==> src/rtl/fpro_timer_slot.sv <==
// FPro MMIO slot holding a 64-bit prescaled free-running timer with compare match,
// sticky match flag / interrupt, and a high-word shadow for coherent 64-bit reads.
module fpro_timer_slot #(
  parameter logic [5:0] SLOT       = 6'd0,
  parameter int         PRESCALE_W = 16
) (
  input  logic        clk_clk,
  input  logic        reset_reset_n,
  input  logic        fp_mmio_cs_conduit,
  input  logic [20:0] fp_addr_conduit,
  input  logic        fp_write_conduit,
  input  logic        fp_read_conduit,
  input  logic [31:0] fp_writedata_conduit,
  output logic [31:0] fp_readdata_conduit,
  output logic        irq
);

  localparam logic [4:0] REG_CNT_LO   = 5'd0;
  localparam logic [4:0] REG_CNT_HI   = 5'd1;
  localparam logic [4:0] REG_CTRL     = 5'd2;
  localparam logic [4:0] REG_CMP_LO   = 5'd3;
  localparam logic [4:0] REG_CMP_HI   = 5'd4;
  localparam logic [4:0] REG_STATUS   = 5'd5;
  localparam logic [4:0] REG_PRESCALE = 5'd6;

  logic [63:0]           count_q, count_d;
  logic [PRESCALE_W-1:0] pcnt_q, pcnt_d;
  logic [PRESCALE_W-1:0] prescale_q, prescale_d;
  logic [63:0]           cmp_q, cmp_d;
  logic [31:0]           shadow_q, shadow_d;
  logic [31:0]           rdata_q, rdata_d;
  logic                  go_q, go_d;
  logic                  auto_reload_q, auto_reload_d;
  logic                  irq_en_q, irq_en_d;
  logic                  flag_q, flag_d;
  logic                  irq_q, irq_d;

  logic       hit_s, wr_s, rd_s, clr_s, tick_s, match_s;
  logic [4:0] off_s;

  assign hit_s   = fp_mmio_cs_conduit && (fp_addr_conduit[10:5] == SLOT)
                   && (fp_addr_conduit[20:11] == 10'd0);
  assign off_s   = fp_addr_conduit[4:0];
  assign wr_s    = hit_s && fp_write_conduit;
  assign rd_s    = hit_s && fp_read_conduit;
  assign clr_s   = wr_s && (off_s == REG_CTRL) && fp_writedata_conduit[1];
  assign tick_s  = go_q && (pcnt_q == prescale_q);
  // A clear in the same cycle suppresses the match as well as the count update.
  assign match_s = tick_s && !clr_s && (count_q == cmp_q);

  // Next-state logic for timer, control registers and read path.
  always_comb begin
    count_d       = count_q;
    pcnt_d        = pcnt_q;
    prescale_d    = prescale_q;
    cmp_d         = cmp_q;
    shadow_d      = shadow_q;
    go_d          = go_q;
    auto_reload_d = auto_reload_q;
    irq_en_d      = irq_en_q;
    flag_d        = flag_q;
    rdata_d       = 32'd0;

    if (clr_s) begin
      count_d = 64'd0;
      pcnt_d  = '0;
    end else if (tick_s) begin
      pcnt_d = '0;
      if (match_s && auto_reload_q) begin
        count_d = 64'd0;
      end else begin
        count_d = count_q + 64'd1;
      end
    end else if (go_q) begin
      pcnt_d = pcnt_q + PRESCALE_W'(1);
    end else begin
      pcnt_d = pcnt_q;
    end

    if (wr_s) begin
      case (off_s)
        REG_CTRL: begin
          go_d          = fp_writedata_conduit[0];
          auto_reload_d = fp_writedata_conduit[2];
          irq_en_d      = fp_writedata_conduit[3];
        end
        REG_CMP_LO:   cmp_d[31:0]  = fp_writedata_conduit;
        REG_CMP_HI:   cmp_d[63:32] = fp_writedata_conduit;
        REG_PRESCALE: prescale_d   = fp_writedata_conduit[PRESCALE_W-1:0];
        default:      cmp_d        = cmp_q;
      endcase
    end else begin
      cmp_d = cmp_q;
    end

    // Set beats write-1-clear when both land in the same cycle.
    if (match_s) begin
      flag_d = 1'b1;
    end else if (wr_s && (off_s == REG_STATUS) && fp_writedata_conduit[0]) begin
      flag_d = 1'b0;
    end else begin
      flag_d = flag_q;
    end

    if (rd_s) begin
      case (off_s)
        REG_CNT_LO: begin
          rdata_d  = count_q[31:0];
          shadow_d = count_q[63:32];
        end
        REG_CNT_HI:   rdata_d = shadow_q;
        REG_CTRL:     rdata_d = {28'd0, irq_en_q, auto_reload_q, 1'b0, go_q};
        REG_CMP_LO:   rdata_d = cmp_q[31:0];
        REG_CMP_HI:   rdata_d = cmp_q[63:32];
        REG_STATUS:   rdata_d = {31'd0, flag_q};
        REG_PRESCALE: rdata_d = 32'(prescale_q);
        default:      rdata_d = 32'd0;
      endcase
    end else begin
      rdata_d = 32'd0;
    end

    irq_d = flag_d && irq_en_d;
  end

  // State registers with synchronous active-low reset.
  always_ff @(posedge clk_clk) begin
    if (!reset_reset_n) begin
      count_q       <= 64'd0;
      pcnt_q        <= '0;
      prescale_q    <= '0;
      cmp_q         <= 64'hFFFF_FFFF_FFFF_FFFF;
      shadow_q      <= 32'd0;
      rdata_q       <= 32'd0;
      go_q          <= 1'b0;
      auto_reload_q <= 1'b0;
      irq_en_q      <= 1'b0;
      flag_q        <= 1'b0;
      irq_q         <= 1'b0;
    end else begin
      count_q       <= count_d;
      pcnt_q        <= pcnt_d;
      prescale_q    <= prescale_d;
      cmp_q         <= cmp_d;
      shadow_q      <= shadow_d;
      rdata_q       <= rdata_d;
      go_q          <= go_d;
      auto_reload_q <= auto_reload_d;
      irq_en_q      <= irq_en_d;
      flag_q        <= flag_d;
      irq_q         <= irq_d;
    end
  end

  assign fp_readdata_conduit = rdata_q;
  assign irq                 = irq_q;

endmodule

==> config.mk <==
export PLATFORM = sky130hd
export DESIGN_NAME = fpro_timer_slot
export DESIGN_NICKNAME = d
export VERILOG_FILES = /design/src/rtl/fpro_timer_slot.sv
export SDC_FILE = /design/constraint.sdc
export NUM_CORES = 1
export LEC_CHECK = 0
export CAP_MARGIN = 40
export CORE_MARGIN = 3
export CORE_UTILIZATION = 58
export DETAILED_ROUTE_END_ITERATION = 8
export MAX_ROUTING_LAYER = met4
export PLACE_DENSITY = 0.77
export SYNTH_ARGS = -nofsm -noshare
export SYNTH_HDL_FRONTEND = slang
export SYNTH_SLANG_ARGS = --single-unit
==> constraint.sdc <==
create_clock -name clk_clk -period 3.25 [get_ports clk_clk]
set_clock_uncertainty 0.1 [all_clocks]
set_input_delay 0.325 -clock clk_clk [delete_from_list [all_inputs] [get_ports clk_clk]]
set_output_delay 0.325 -clock clk_clk [all_outputs]
set_load 0.05 [all_outputs]
After elaboration in Yosys (flattened, before gate mapping):

Index checks and enable logic that the tools add are counted.

* register bits after elaboration: 229
* bits in latches: 0
* bits in writable memories: 0
* memory bits (read-only): 0
* input bits: 58
* output and inout bits: 33
* word-level logic and storage cells: 54
* memories: 0

* add/sub/neg operators: 2
* multiply operators: 0
* divide/modulo/power cells: 0
* order comparisons: 0
* equal/unequal tests: 8
* shift operators: 0
* mux-type cells: 6
* bitwise logic cells: 1
* reduce and logical (&&, ||, !) cells: 25

Operators by type and width (count)
* 32-bit case mux with 7 select lines: 1
* 64-bit by 1-bit adder with 64-bit output, second input constant: 1
* 64-bit == test: 1
* 64-bit 2-to-1 mux: 1
* 16-bit by 1-bit adder with 16-bit output, second input constant: 1
* 16-bit == test: 1
* 5-bit by 3-bit == test with 1-bit output, second input constant: 3
* 1-bit logical AND: 13
* 2-bit AND reduction: 6
* 5-bit by 2-bit == test with 1-bit output, second input constant: 2
* 10-bit logical NOT: 1
* 6-bit logical NOT: 1
* 5-bit by 1-bit == test with 1-bit output, second input constant: 1
* 5-bit logical NOT: 1
* 1-bit 2-to-1 mux: 4
* 3-bit OR reduction: 1
* 2-bit OR reduction: 1
* 1-bit logical NOT: 1
* 1-bit inverter: 1

Longest topological paths before layout:

Gate-level depths: netlist (run 1).

* depth in word-level cells: 11
* gate-level depth with buffers: 10
* mapped depth without buffers: 7

Least setup slack after synthesis (run 1):

OpenSTA, ideal clock, no wires.

* path kind: reg2reg
* from: reg pcnt_q[7]
* to: reg count_q[39]
* library setup time: 0.070 ns
* data arrival time: 2.109 ns
* data required time: 3.080 ns
* setup slack: 0.971 ns
* stages on the path, launching flop included: 10
* path buffers: 3
* clock period less this slack: 2.279 ns
* cells stage by stage: dfxtp_1 > clkbuf_1 > xnor2_1 > nand4_1 > or4_1 > buf_2 > or2_4 > buf_6 > or3_1 > a21oi_1

* word-level cells in the longest chain between the ends: 6

RTL lines
* from (decl): RTL line 27 `logic [PRESCALE_W-1:0] pcnt_q, pcnt_d;`
* from (signal assigned): RTL line 142 `pcnt_q <= pcnt_d;`
* 16-bit == test *: RTL line 47 `assign tick_s = go_q && (pcnt_q == prescale_q);`
* 1-bit logical AND *: RTL line 47
* 1-bit logical AND (2 in series): RTL line 49 `assign match_s = tick_s && !clr_s && (count_q == cmp_q);`
* 1-bit logical AND: RTL line 69 `if (match_s && auto_reload_q) begin`
* 64-bit 2-to-1 mux: RTL line 69
* to (signal assigned): RTL line 141 `count_q <= count_d;`
* to (decl): RTL line 26 `logic [63:0] count_q, count_d;`

Every way passes the cells marked *; elsewhere a longest branch is shown, timed or not.
A chain may end at the register's enable or synchronous reset.

Worst setup path in the final report (run 1):

* from: reg count_q[5]
* to: reg count_q[32]

* word-level cells in the longest chain between the ends: 4
* elaborated cells between the ends (all ways): 5
* those cells by class: 1 x add/sub; 1 x eq/ne; 1 x mux; 2 x reduce/logical

RTL lines (RTL line)
* branches (longest 3 deep; another with 64-bit by 1-bit adder with 64-bit output)
* 64-bit 2-to-1 mux *: 69

Mark *: on every way between the ends.

==> parameters.txt, run 1 <==
Parameter                              Value

Timing
  Headroom to the max-slew limit    0.583
  Actual transition at the worst max-transition pin    0.625 ns
  Unrepaired setup endpoints after global routing    false
  Sum Neg Setup Slack    0 ns
  Final period demand of the worst path    ~2.7 ns
  Fmax    about 0.38 GHz
  Hold Worst Slack    0.163 ns
  Final Hold Viols    0
  Setup-failing EPs final    0
  Final Slew Violations    0
  Share of the cycle needed by the critical path after routing    0.817

Finish
  Filler cells    approximately 1,400
  Antenna Diode Count    0
  Growth of design area from synthesis to finish    17.1%
  Fraction of final layout cells with drive strength greater than 1    0.0759
  Total Nets Final    roughly 1,400
  Top library cells by usage in the layout, fill and taps aside    sky130_fd_sc_hd__dfxtp_1, sky130_fd_sc_hd__nand2_1, sky130_fd_sc_hd__nor2_1, sky130_fd_sc_hd__nand3_1, sky130_fd_sc_hd__clkdlybuf4s50_1
  Most frequent standard cell in the layout excluding fill and tap cells    sky130_fd_sc_hd__dfxtp_1

Critical path
  WS Path Type    flop to flop
  Ordered list of cells on the worst path    xor2_1 -> nor4_1 -> nand4_1 -> nor4_1 -> buf_4 -> a31o_2 -> buf_12 -> nor2_1
  Count of cells along the worst register-to-register path    8
  Kind of end point of the critical path    flop
  Data required, critical path    3.56 ns
  Slowest-stage cell, CP    sky130_fd_sc_hd__nor4_1
  Arr. time, crit path    2.96 ns
  Type of origin of the critical path    flop
  Delay of the slowest cell on the worst path    0.56 ns
  Most used cell, CP    sky130_fd_sc_hd__nor4_1
  Maximum fanout count along the critical path    36

Global route
  Grt total ovfl    0
  Antenna violations before repair    0
  Overall routing resource usage    0.303
  Via count of the first global-routing pass    ~9,000
  Pin count of the biggest net entering global routing    65
  Global-route wire length before repair    48.4 mm

Synth
  Mean post-synth cell area    8.41 um^2
  Count of flip-flops with a built-in enable after synthesis    0
  Synth warnings    0
  Sequential area share after synthesis    0.425
  Proportion of netlist area held by the largest area contributor    0.425
  Xor-xnor portion of the synthesized cell area    0.112
  Post-synth net total    roughly 1,300
  Synth Area in Compound Gates    0.0805
  Dominant combinational cell family by area after synthesis    simple AND/OR/NAND/NOR gates
  Share of synthesized area spent on multiplexers    0.0576
  Cells after Synth    1,281
  Biggest area contributors in the synthesized netlist    sky130_fd_sc_hd__dfxtp_1, sky130_fd_sc_hd__nand2_1, sky130_fd_sc_hd__xor2_1
  Number of synthesized register bits    229
  Post-synth top area cell    sky130_fd_sc_hd__dfxtp_1
  Netlist Area Pre-Place    0.0108 mm^2
  Fraction of the mapped netlist area in simple logic gates    0.278
  Top_reg_cell synth    sky130_fd_sc_hd__dfxtp_1
  Synth cell types    51
  Post-synthesis share of cell area spent on full adders, half adders and majority gates    0.00232
  Ys async rst share    0

Pwr
  Worst VDD drop    0.378 mV
  Standby leakage power    4.65 nW
  Overall power consumption    5.63 mW
  Power density relative to cell area    447 mW/mm^2

Routing
  Router iterations before antenna repair    6
  DRC viols    0
  Routed vias    9,578
  Via-to-Cell Ratio    6.04
  Number of antenna-violating nets in the routed design    0
  Average routed wire per standard cell    19.0 um
  Detailed Route Iter0 Violations    934
  WL final    30.2 mm

Floorplan
  Die area    ~0.02 mm^2
  Die width    142 um
  Initial Utilization    0.596
  Core Region    0.0181 mm^2
  Vert. Die Dim    142 um
  Row count    49
  Number of placed I/O pins    91

CTS
  CTS resizes    0
  Master cell of the clock root buffer    sky130_fd_sc_hd__clkbuf_16
  TritonCTS clock tree    built
  Buffer levels on the longest clock path    3
  Post-CTS Hold Buffers    0
  CTS Sinks    229
  H-tree levels    1
  Clock edge transition at the registers on the reported setup and hold paths    0.06 ns
  Insertion delay to the later sink of the worst-skew pair    0.52 ns
  Total CTS buffers    24
  Buffers inserted during post-CTS setup optimization    0

Worst hold path
  Count of cells along the worst hold path    4
  Worst min path class    input pin to flop

Outcome
  Status    completed

Placed design
  Routability-driven placement congestion ratio    0.971
  Number of port buffers    90
  Half-perimeter wire length after placement    21.7 mm

Flow run
  Max-cap violations    0
[worst max-delay path: cells and delay by family (launching register included)]
kind                   cells  cell delay (ns)
flip-flops                 1             0.44
buffers and inverters      2             0.40
AND/OR/NAND/NOR            4             1.15
XOR/XNOR                   1             0.19
AO/OA/AOI/OAI              1             0.25
[metal layers]
metal / up-vias / global-route usage / wire length (um)
met3: 56 / 0.0349 / 2150
met5: - / - / 0
met2: 388 / 0.486 / 14500
li1: 4544 / - / -
met1: 4590 / 0.408 / 12700
met4: 0 / 0.0845 / 848
[metrics by stage]
stage | cell area [um^2] | util | setup WS, ns | std cells
3_3_place_gp | 11900 | 0.657 | 0.599 | 1545
2_1_floorplan | 10800 | - | 0.971 | 1281
4_1_cts | 12600 | 0.697 | 0.666 | 1586
3_5_place_dp | 11900 | 0.657 | 0.511 | 1545
5_1_grt | 12600 | 0.697 | 0.444 | 1586
6_report | 12600 | 0.697 | 0.594 | 1586
[cell usage after synthesis, types with 8 or more instances]
cell type and number:
sky130_fd_sc_hd__nor2b_1 38, sky130_fd_sc_hd__nand2_1 183, sky130_fd_sc_hd__xnor2_1 62, sky130_fd_sc_hd__inv_1 11, sky130_fd_sc_hd__buf_2 18, sky130_fd_sc_hd__a22oi_1 23, sky130_fd_sc_hd__a21oi_1 44, sky130_fd_sc_hd__nor4_1 37
sky130_fd_sc_hd__mux2_2 8, sky130_fd_sc_hd__nand4_1 28, sky130_fd_sc_hd__a21boi_0 16, sky130_fd_sc_hd__nand3_1 117, sky130_fd_sc_hd__nor2_1 118, sky130_fd_sc_hd__dfxtp_1 229, sky130_fd_sc_hd__clkbuf_1 61, sky130_fd_sc_hd__xor2_1 76
sky130_fd_sc_hd__o21ai_0 20, sky130_fd_sc_hd__mux2i_1 53, sky130_fd_sc_hd__nor3_1 30, sky130_fd_sc_hd__or3_1 20, sky130_fd_sc_hd__a221oi_1 16
[flip-flops by register name, summed over array words and instances (netlist names)]
| signal | count |
|---|---|
| fp_readdata_conduit | 32 |
| irq | 1 |
| prescale_q | 16 |
| pcnt_q | 16 |
| shadow_q | 32 |
| cmp_q | 64 |
| flag_q | 1 |
| auto_reload_q | 1 |
| go_q | 1 |
| irq_en_q | 1 |
| count_q | 64 |
[final timing paths]
check,slack (ns),end,startpoint
worst min-delay path,0.16,flag_q$_SDFF_PN0_,fp_addr_conduit[0]
worst max register to register,0.59,count_q[32]$_SDFFE_PP0P_,count_q[5]$_SDFFE_PP0P_
worst min register to register,0.40,cmp_q[21]$_SDFFE_PN1P_,cmp_q[21]$_SDFFE_PN1P_
worst max-delay path,0.59,count_q[32]$_SDFFE_PP0P_,count_q[5]$_SDFFE_PP0P_
[cell type report]
type / count / area, um^2 / area share
Clock buffer: 35 / 683 / 0.0542
Clock inverter: 6 / 57.6 / 0.00456
Inverter: 11 / 41.3 / 0.00327
Multi-Input combinational cell: 946 / 5740 / 0.455
Sequential cell: 229 / 4580 / 0.363
Tap cell: 229 / 287 / 0.0227
Timing Repair Buffer: 130 / 1220 / 0.0966
[cell families (layout without fill, tap and decap cells)]
logic type,Yosys count,in the layout
flops,229,229
compound gates,132,132
mux,61,61
xor+xnor,138,138
fa+ha+maj,2,2
buf+inv,106,182
simple gates,613,613
[where the power goes]
part	switching, mW	total (mW)	internal, mW
sequential	0.000000352	2.81	2.81
clock	1.10	2.63	1.53
combinational	0.101	0.201	0.0994
Note: power is estimated with default switching activity, not from simulation.
==> run 2, diff against run 1 <==
==> constraint.sdc (replaced) <==
create_clock -name clk_clk -period 2.7 [get_ports clk_clk]
set_clock_uncertainty 0.1 [all_clocks]
set_input_delay 0.27 -clock clk_clk [delete_from_list [all_inputs] [get_ports clk_clk]]
set_output_delay 0.27 -clock clk_clk [all_outputs]
set_load 0.05 [all_outputs]
==> run 2 against run 1 <==
Compared with the run above: critical path depth shrank 1; sequential share of layout area shrank 1.0 points; combinational power grew 23%; largest power group unchanged; maximum frequency grew 2.9%; die area is the same; first-iteration DRC count grew 1.6%; register-to-register slack lost 0.48 ns; non-clock buffer count grew 34; setup slack lost 0.48 ns; final area grew 2.9%; utilization grew 2.0 points; wire length grew 4.8%.
==> parameters.txt, run 2 (synthesis gave the netlist of run 1 again) <==
Parameter                              Value

Critical path
  Data required, critical path    3.05 ns (-0.51 ns)
  Family with the most delay on the worst path    simple AND/OR/NAND/NOR gates
  Delay of the slowest cell on the worst path    0.58 ns (+0.02 ns)
  Type of origin of the critical path    flop
  Slowest-stage cell, CP    sky130_fd_sc_hd__or4_4
  Maximum fanout count along the critical path    30 (-17%)
  WS Path Type    flop to flop
  Arr. time, crit path    2.93 ns (-0.03 ns)
  Ordered list of cells on the worst path    xnor2_1 -> nand4_1 -> or4_4 -> buf_12 -> or2_4 -> or4_1 -> a21oi_1
  Sum of buffers and inverters on the critical path    1 (-1)
  Kind of end point of the critical path    flop

Timing
  Setup-failing EPs final    0 (unchanged)
  Final period demand of the worst path    2.58 ns (-0.0747 ns)
  Final Hold Viols    0 (unchanged)
  Fmax    0.387 GHz (+2.9%)
  Sum Neg Setup Slack    0 ns (unchanged)
  Headroom to the max-slew limit    0.604 (+0.0203)
  Unrepaired setup endpoints after global routing    false
  Actual transition at the worst max-transition pin    0.594 ns (-0.0304 ns)
  Share of the cycle needed by the critical path after routing    0.956 (+0.139)
  Final Slew Violations    0 (unchanged)

Routing
  Via-to-Cell Ratio    6.10 (+1.1%)
  Routed vias    9,889 (+3.2%)
  Number of antenna-violating nets in the routed design    0 (unchanged)
  DRC viols    0 (unchanged)
  Router iterations before antenna repair    6 (unchanged)
  Average routed wire per standard cell    19.5 um (+2.6%)
  WL final    31.6 mm (+4.8%)
  Detailed Route Iter0 Violations    949 (+1.6%)

Placed design
  Cell total after placement    1,579 (+2.2%)
  Number of port buffers    90 (unchanged)
  Placement-stage cell area    0.0122 mm^2 (+2.6%)
  Half-perimeter wire length after placement    23.0 mm (+5.6%)
  Routability-driven placement congestion ratio    1.01 (+4.2%)

Finish
  Non-Filler Instances    1,620 (+2.1%)
  Top library cells by usage in the layout, fill and taps aside    sky130_fd_sc_hd__dfxtp_1, sky130_fd_sc_hd__nand2_1, sky130_fd_sc_hd__nor2_1, sky130_fd_sc_hd__nand3_1, sky130_fd_sc_hd__clkdlybuf4s50_1
  Total Nets Final    1,436 (+2.4%)
  Top flop regs    cmp_q (64), count_q (64)
  Non-Filler Cell Area, Final    0.0130 mm^2 (+2.9%)
  Filler cells    1,393 (-2.7%)
  Final design utilization    0.717 (+0.0200)
  Antenna Diode Count    0 (unchanged)
  Fraction of final layout cells with drive strength greater than 1    0.103 (+0.0269)
  Most frequent standard cell in the layout excluding fill and tap cells    sky130_fd_sc_hd__dfxtp_1
  Growth of design area from synthesis to finish    20.4%

Global route
  Pin count of the biggest net entering global routing    43 (-34%)
  Antenna violations before repair    0 (unchanged)
  Grt total ovfl    0 (unchanged)
  Via count of the first global-routing pass    9,404 (+5.6%)
  Overall routing resource usage    0.317 (+0.0143)
  Global-route wire length before repair    50.3 mm (+3.8%)

Worst hold path
  Worst min path class    input pin to flop

CTS
  H-tree levels    1 (unchanged)
  Total CTS buffers    24 (unchanged)
  Buffer levels on the longest clock path    3 (unchanged)
  TritonCTS clock tree    built
  Insertion delay to the later sink of the worst-skew pair    0.52 ns (about the same)
  Master cell of the clock root buffer    sky130_fd_sc_hd__clkbuf_16
  Clock edge transition at the registers on the reported setup and hold paths    0.06 ns (about the same)
  CTS Sinks    229 (unchanged)

Floorplan
  Core Region    0.0181 mm^2 (unchanged)
  Row count    49 (unchanged)
  Vert. Die Dim    142 um (unchanged)
  Initial Utilization    0.596 (unchanged)
  Die width    142 um (unchanged)
  Number of placed I/O pins    91 (unchanged)
  Die area    0.0202 mm^2 (unchanged)

Pwr
  Power density relative to cell area    536 mW/mm^2 (+20%)
  Standby leakage power    4.88 nW (+5.0%)
  Worst VDD drop    0.452 mV (+19%)

Outcome
  Status    completed

Flow run
  Max-cap violations    0 (unchanged)
run 2: cell types whose count changed in the layout (fill, tap and decap cells not counted), sizes merged:
cell / before / now
buf: 42 / 76
clkbuf: 35 / 32
clkinv: 4 / 6
bufinv: 1 / 2
run 2: where the power goes:
part,internal (mW),switching [mW]
clock network,1.98,1.35
registers,3.38,0.000000428
logic,0.122,0.125
total,5.48,1.47
run 2: per-stage QoR:
step | hold slack, ns | total power, mW | setup WS (ns)
floorplan | 0.294 | 3.55 | 0.421
global placement | 0.381 | 3.69 | 0.176
detailed placement | 0.387 | 3.70 | 0.0648
CTS | 0.0334 | 6.97 | 0.0988
global route | 0.0540 | 7.14 | 0.0314
finish | 0.0488 | 6.96 | 0.118
run 2: worst paths after layout:
kind / cells after the start / endpoint / slack (ns) / from
setup / recovery: 7 / count_q[53]$_SDFFE_PP0P_ / 0.12 / pcnt_q[9]$_SDFFE_PP0P_
hold / removal: 2 / cmp_q[40]$_SDFFE_PN1P_ / 0.05 / reset_reset_n
setup reg to reg: 7 / count_q[53]$_SDFFE_PP0P_ / 0.12 / pcnt_q[9]$_SDFFE_PP0P_
hold reg to reg: 2 / prescale_q[9]$_SDFFE_PN0P_ / 0.40 / prescale_q[9]$_SDFFE_PN0P_
run 2: cell type report:
| cell class | instances | area [um^2] | area share |
|---|---|---|---|
| well taps | 229 | 287 | 0.0221 |
| multi-input cells | 946 | 5750 | 0.443 |
| clock inverters | 9 | 101 | 0.00781 |
| flip-flops and latches | 229 | 4580 | 0.353 |
| inverters | 11 | 41.3 | 0.00318 |
| repair buffers | 164 | 1520 | 0.117 |
| clock buffers | 32 | 692 | 0.0533 |
run 2: timing repair:
item / CTS / global route
resized for setup: 0 / 1
hold buffers: 0 / 0
endpoints found under the setup margin: 0 / 1
setup buffers: 0 / 0
run 2: layer usage:
layer  global-route usage  vias to the layer above  part of all wire
met5                    -                        -                 0
met3               0.0413                       76             0.074
li1                     -                     4610                 -
met2                0.515                      472              0.48
met4                0.112                        0             0.037
met1                0.410                     4731              0.41
==> run 3, diff against run 2 <==
--- a/config.mk
+++ b/config.mk
@@ -5,12 +5,13 @@
 export SDC_FILE = /design/constraint.sdc
 export NUM_CORES = 1
 export LEC_CHECK = 0
+export ABC_AREA = 1
 export CAP_MARGIN = 40
 export CORE_MARGIN = 3
-export CORE_UTILIZATION = 58
+export CORE_UTILIZATION = 59
 export DETAILED_ROUTE_END_ITERATION = 8
 export MAX_ROUTING_LAYER = met4
-export PLACE_DENSITY = 0.77
+export PLACE_DENSITY = 0.78
 export SYNTH_ARGS = -nofsm -noshare
 export SYNTH_HDL_FRONTEND = slang
 export SYNTH_SLANG_ARGS = --single-unit
==> run 3 against run 2 <==
Compared with the run above: final cell count grew 28%; clock power shrank 6.0%; highest routed layer unchanged; first-iteration DRC count grew 38%; synthesized area grew 8.4%; hold slack gained 0.21 ns.
==> parameters.txt, run 3 <==
Parameter                              Value

Timing
  Sum Neg Setup Slack    0 ns (unchanged)
  Final Slew Violations    0 (unchanged)
  Final Hold Viols    0 (unchanged)
  Unrepaired setup endpoints after global routing    false
  Actual transition at the worst max-transition pin    0.689 ns (+0.0947 ns)
  Headroom to the max-slew limit    0.537 (-0.0667)
  Fmax    0.413 GHz (+6.6%)
  Hold Worst Slack    0.255 ns (+0.206 ns)
  Setup-failing EPs final    0 (unchanged)
  Share of the cycle needed by the critical path after routing    0.897 (-0.0593)
  Final period demand of the worst path    2.42 ns (-0.160 ns)

Synth
  Mean post-synth cell area    6.81 um^2 (-19%)
  Synth top cells by count    sky130_fd_sc_hd__nand2_1, sky130_fd_sc_hd__nor2_1, sky130_fd_sc_hd__dfxtp_1
  Sequential area share after synthesis    0.393 (-0.0328)
  Number of synthesized register bits    229 (unchanged)
  Synth warnings    0 (unchanged)
  Post-synth net total    1,774 (+32%)
  Biggest area contributors in the synthesized netlist    sky130_fd_sc_hd__dfxtp_1, sky130_fd_sc_hd__nand2_1, sky130_fd_sc_hd__nor2_1
  Most repeated cell in the gate-level netlist after synthesis    sky130_fd_sc_hd__nand2_1
  Cells after Synth    1,714 (+34%)
  Post-synth top area cell    sky130_fd_sc_hd__dfxtp_1
  Top_reg_cell synth    sky130_fd_sc_hd__dfxtp_1
  Netlist Area Pre-Place    0.0117 mm^2 (+8.4%)
  Proportion of netlist area held by the largest area contributor    0.393 (-0.0328)
  Synth cell types    44 (-14%)
  Ys async rst share    0 (unchanged)
  Count of flip-flops with a built-in enable after synthesis    0 (unchanged)

Routing
  Routed vias    12,048 (+22%)
  Router iterations before antenna repair    6 (unchanged)
  Detailed Route Iter0 Violations    1,309 (+38%)
  Via-to-Cell Ratio    5.81 (-4.9%)
  Average routed wire per standard cell    18.6 um (-4.9%)
  DRC viols    0 (unchanged)
  Number of antenna-violating nets in the routed design    0 (unchanged)
  WL final    38.5 mm (+22%)

Critical path
  Count of cells along the worst register-to-register path    12 (+5)
  Slowest-stage cell, CP    sky130_fd_sc_hd__dfxtp_1
  WS Path Type    flop to flop
  Data required, critical path    3.01 ns (-0.04 ns)
  Type of origin of the critical path    flop
  Maximum fanout count along the critical path    31 (+3.3%)
  Ordered list of cells on the worst path    inv_1 -> nand2_1 -> o21ai_0 -> inv_1 -> nand2_1 -> nor2_2 -> nand3_4 -> nor2_1 -> nand3_1 -> buf_12 -> o21ai_0 -> nor2_1
  Kind of end point of the critical path    flop
  Delay of the slowest cell on the worst path    0.36 ns (-0.22 ns)
  Worst reg-to-reg setup slack    0.28 ns (+0.16 ns)
  Capturing point of the worst reg2reg path    count_q[48]$_SDFFE_PP0P_
  Arr. time, crit path    2.73 ns (-0.20 ns)
  Origin of the critical flop-to-flop path    prescale_q[3]$_SDFFE_PN0P_

Pwr
  Worst VDD drop    0.502 mV (+11%)
  Standby leakage power    5.63 nW (+15%)
  Reg power frac    0.500 (+0.014)
  Internal portion of total power    5.26 mW (-4.0%)
  Net switching power figure    1.49 mW (+0.86%)
  Power share of the clock group    0.464 (-0.015)
  Share of total power in combinational logic    0.035 (about the same)
  Power density relative to cell area    493 mW/mm^2 (-8.0%)
  Switch share    0.220 (+0.00836)

CTS
  CTS Sinks    229 (unchanged)
  Clock edge transition at the registers on the reported setup and hold paths    0.06 ns (about the same)
  Master cell of the clock root buffer    sky130_fd_sc_hd__clkbuf_16
  Buffer levels on the longest clock path    3 (unchanged)
  Buffers inserted during post-CTS setup optimization    0 (unchanged)
  Total CTS buffers    24 (unchanged)
  CTS resizes    0 (unchanged)
  TritonCTS clock tree    built
  H-tree levels    1 (unchanged)
  Insertion delay to the later sink of the worst-skew pair    0.53 ns (about the same)
  Post-CTS Hold Buffers    1 (+1)

Worst hold path
  Worst min path class    input pin to flop
  Count of cells along the worst hold path    3 (+1)
  Worst hold start    fp_writedata_conduit[6]
  Destination of the worst hold path    prescale_q[6]$_SDFFE_PN0P_

Global route
  Via count of the first global-routing pass    11,208 (+19%)
  Grt total ovfl    0 (unchanged)
  Antenna violations before repair    0 (unchanged)
  Overall routing resource usage    0.355 (+0.0377)
  Global-route wire length before repair    60.0 mm (+19%)
  Pin count of the biggest net entering global routing    60 (+40%)

Floorplan
  Number of placed I/O pins    91 (unchanged)
  Core Region    0.0191 mm^2 (+5.5%)
  Die width    147 um (+3.1%)
  Die area    0.0215 mm^2 (+6.2%)
  Row count    50 (+2.0%)
  Initial Utilization    0.612 (+0.0162)
  Vert. Die Dim    147 um (+3.1%)

Finish
  Top library cells by usage in the layout, fill and taps aside    sky130_fd_sc_hd__nand2_1, sky130_fd_sc_hd__nor2_1, sky130_fd_sc_hd__dfxtp_1, sky130_fd_sc_hd__inv_1, sky130_fd_sc_hd__clkdlybuf4s50_1
  Fraction of final layout cells with drive strength greater than 1    0.0584 (-0.0444)
  Filler cells    1,622 (+16%)
  Top flop regs    cmp_q (64), count_q (64)
  Most frequent standard cell in the layout excluding fill and tap cells    sky130_fd_sc_hd__nand2_1
  Total Nets Final    1,859 (+29%)
  Non-Filler Instances    2,075 (+28%)
  Growth of design area from synthesis to finish    17.2%

Placed design
  Cell total after placement    2,032 (+29%)
  Number of port buffers    90 (unchanged)
  Routability-driven placement congestion ratio    1.04 (+2.6%)
  Half-perimeter wire length after placement    28.8 mm (+26%)

Flow run
  Max-cap violations    0 (unchanged)

Outcome
  Status    completed
-- run 3: logic make-up after synthesis --
| logic type | share of synthesized area |
|---|---|
| simple gates | 0.308 |
| compound gates | 0.147 |
| buf+inv | 0.0908 |
| flops | 0.393 |
| xor+xnor | 0.0600 |
| fa+ha+maj | 0.00214 |
-- run 3: critical path: cells and delay by family (launching register included) --
family | cells | cell delay (ns)
AOI/OAI and AO/OA | 2 | 0.22
and+or+nand+nor | 7 | 1.25
DFF | 1 | 0.36
buffers and inverters | 3 | 0.34
-- run 3: worst max-delay path by stage --
| stage | startpoint | end | slack [ns] | cells after the start |
|---|---|---|---|---|
| 2_1_floorplan | count_q[0]$_SDFFE_PP0P_ | count_q[46]$_SDFFE_PP0P_ | 0.82 | 11 |
| 3_3_place_gp | fp_mmio_cs_conduit | count_q[9]$_SDFFE_PP0P_ | 0.30 | 11 |
| 3_5_place_dp | fp_mmio_cs_conduit | count_q[35]$_SDFFE_PP0P_ | 0.24 | 11 |
| 4_1_cts | prescale_q[3]$_SDFFE_PN0P_ | count_q[48]$_SDFFE_PP0P_ | 0.36 | 12 |
| 5_1_grt | pcnt_q[0]$_SDFFE_PP0P_ | count_q[45]$_SDFFE_PP0P_ | 0.16 | 12 |
| 6_report | prescale_q[3]$_SDFFE_PN0P_ | count_q[48]$_SDFFE_PP0P_ | 0.28 | 12 |
-- run 3: through the flow --
| stage | util | power, mW | worst slack (ns) | cell area [um^2] |
|---|---|---|---|---|
| 3_3_place_gp | 0.679 | 3.68 | 0.299 | 13000 |
| 4_1_cts | 0.717 | 6.74 | 0.364 | 13700 |
| 2_1_floorplan | - | 3.55 | 0.824 | 11700 |
| 6_report | 0.717 | 6.75 | 0.279 | 13700 |
| 3_5_place_dp | 0.679 | 3.68 | 0.236 | 13000 |
| 5_1_grt | 0.717 | 6.90 | 0.160 | 13700 |
-- run 3: routing by layer --
layer  up-vias  track usage  share of wire
li1       5714            -              -
met2       608        0.552           0.44
met5         -            -              0
met4         0       0.0880          0.025
met3        94       0.0493          0.094
met1      5632        0.491           0.44
-- run 3: layout make-up --
class / instances / area, um^2 / share of cell area
Clock buffer: 39 / 708 / 0.0518
Sequential cell: 229 / 4580 / 0.335
Clock inverter: 2 / 10.0 / 0.000732
Inverter: 203 / 762 / 0.0557
Timing Repair Buffer: 128 / 1250 / 0.0913
Multi-Input combinational cell: 1213 / 6040 / 0.442
Tap cell: 260 / 325 / 0.0238
Antenna cell: 1 / 2.50 / 0.000183
-- run 3: power by group through the flow --
stage | Clock, mW | Combinational [mW] | Sequential (mW)
final | 3.13 | 0.240 | 3.38
after global placement | 0 | 0.229 | 3.45
after detailed placement | 0 | 0.231 | 3.45
after floorplan | 0 | 0.0962 | 3.45
after CTS | 3.12 | 0.235 | 3.38
after global routing | 3.26 | 0.255 | 3.38
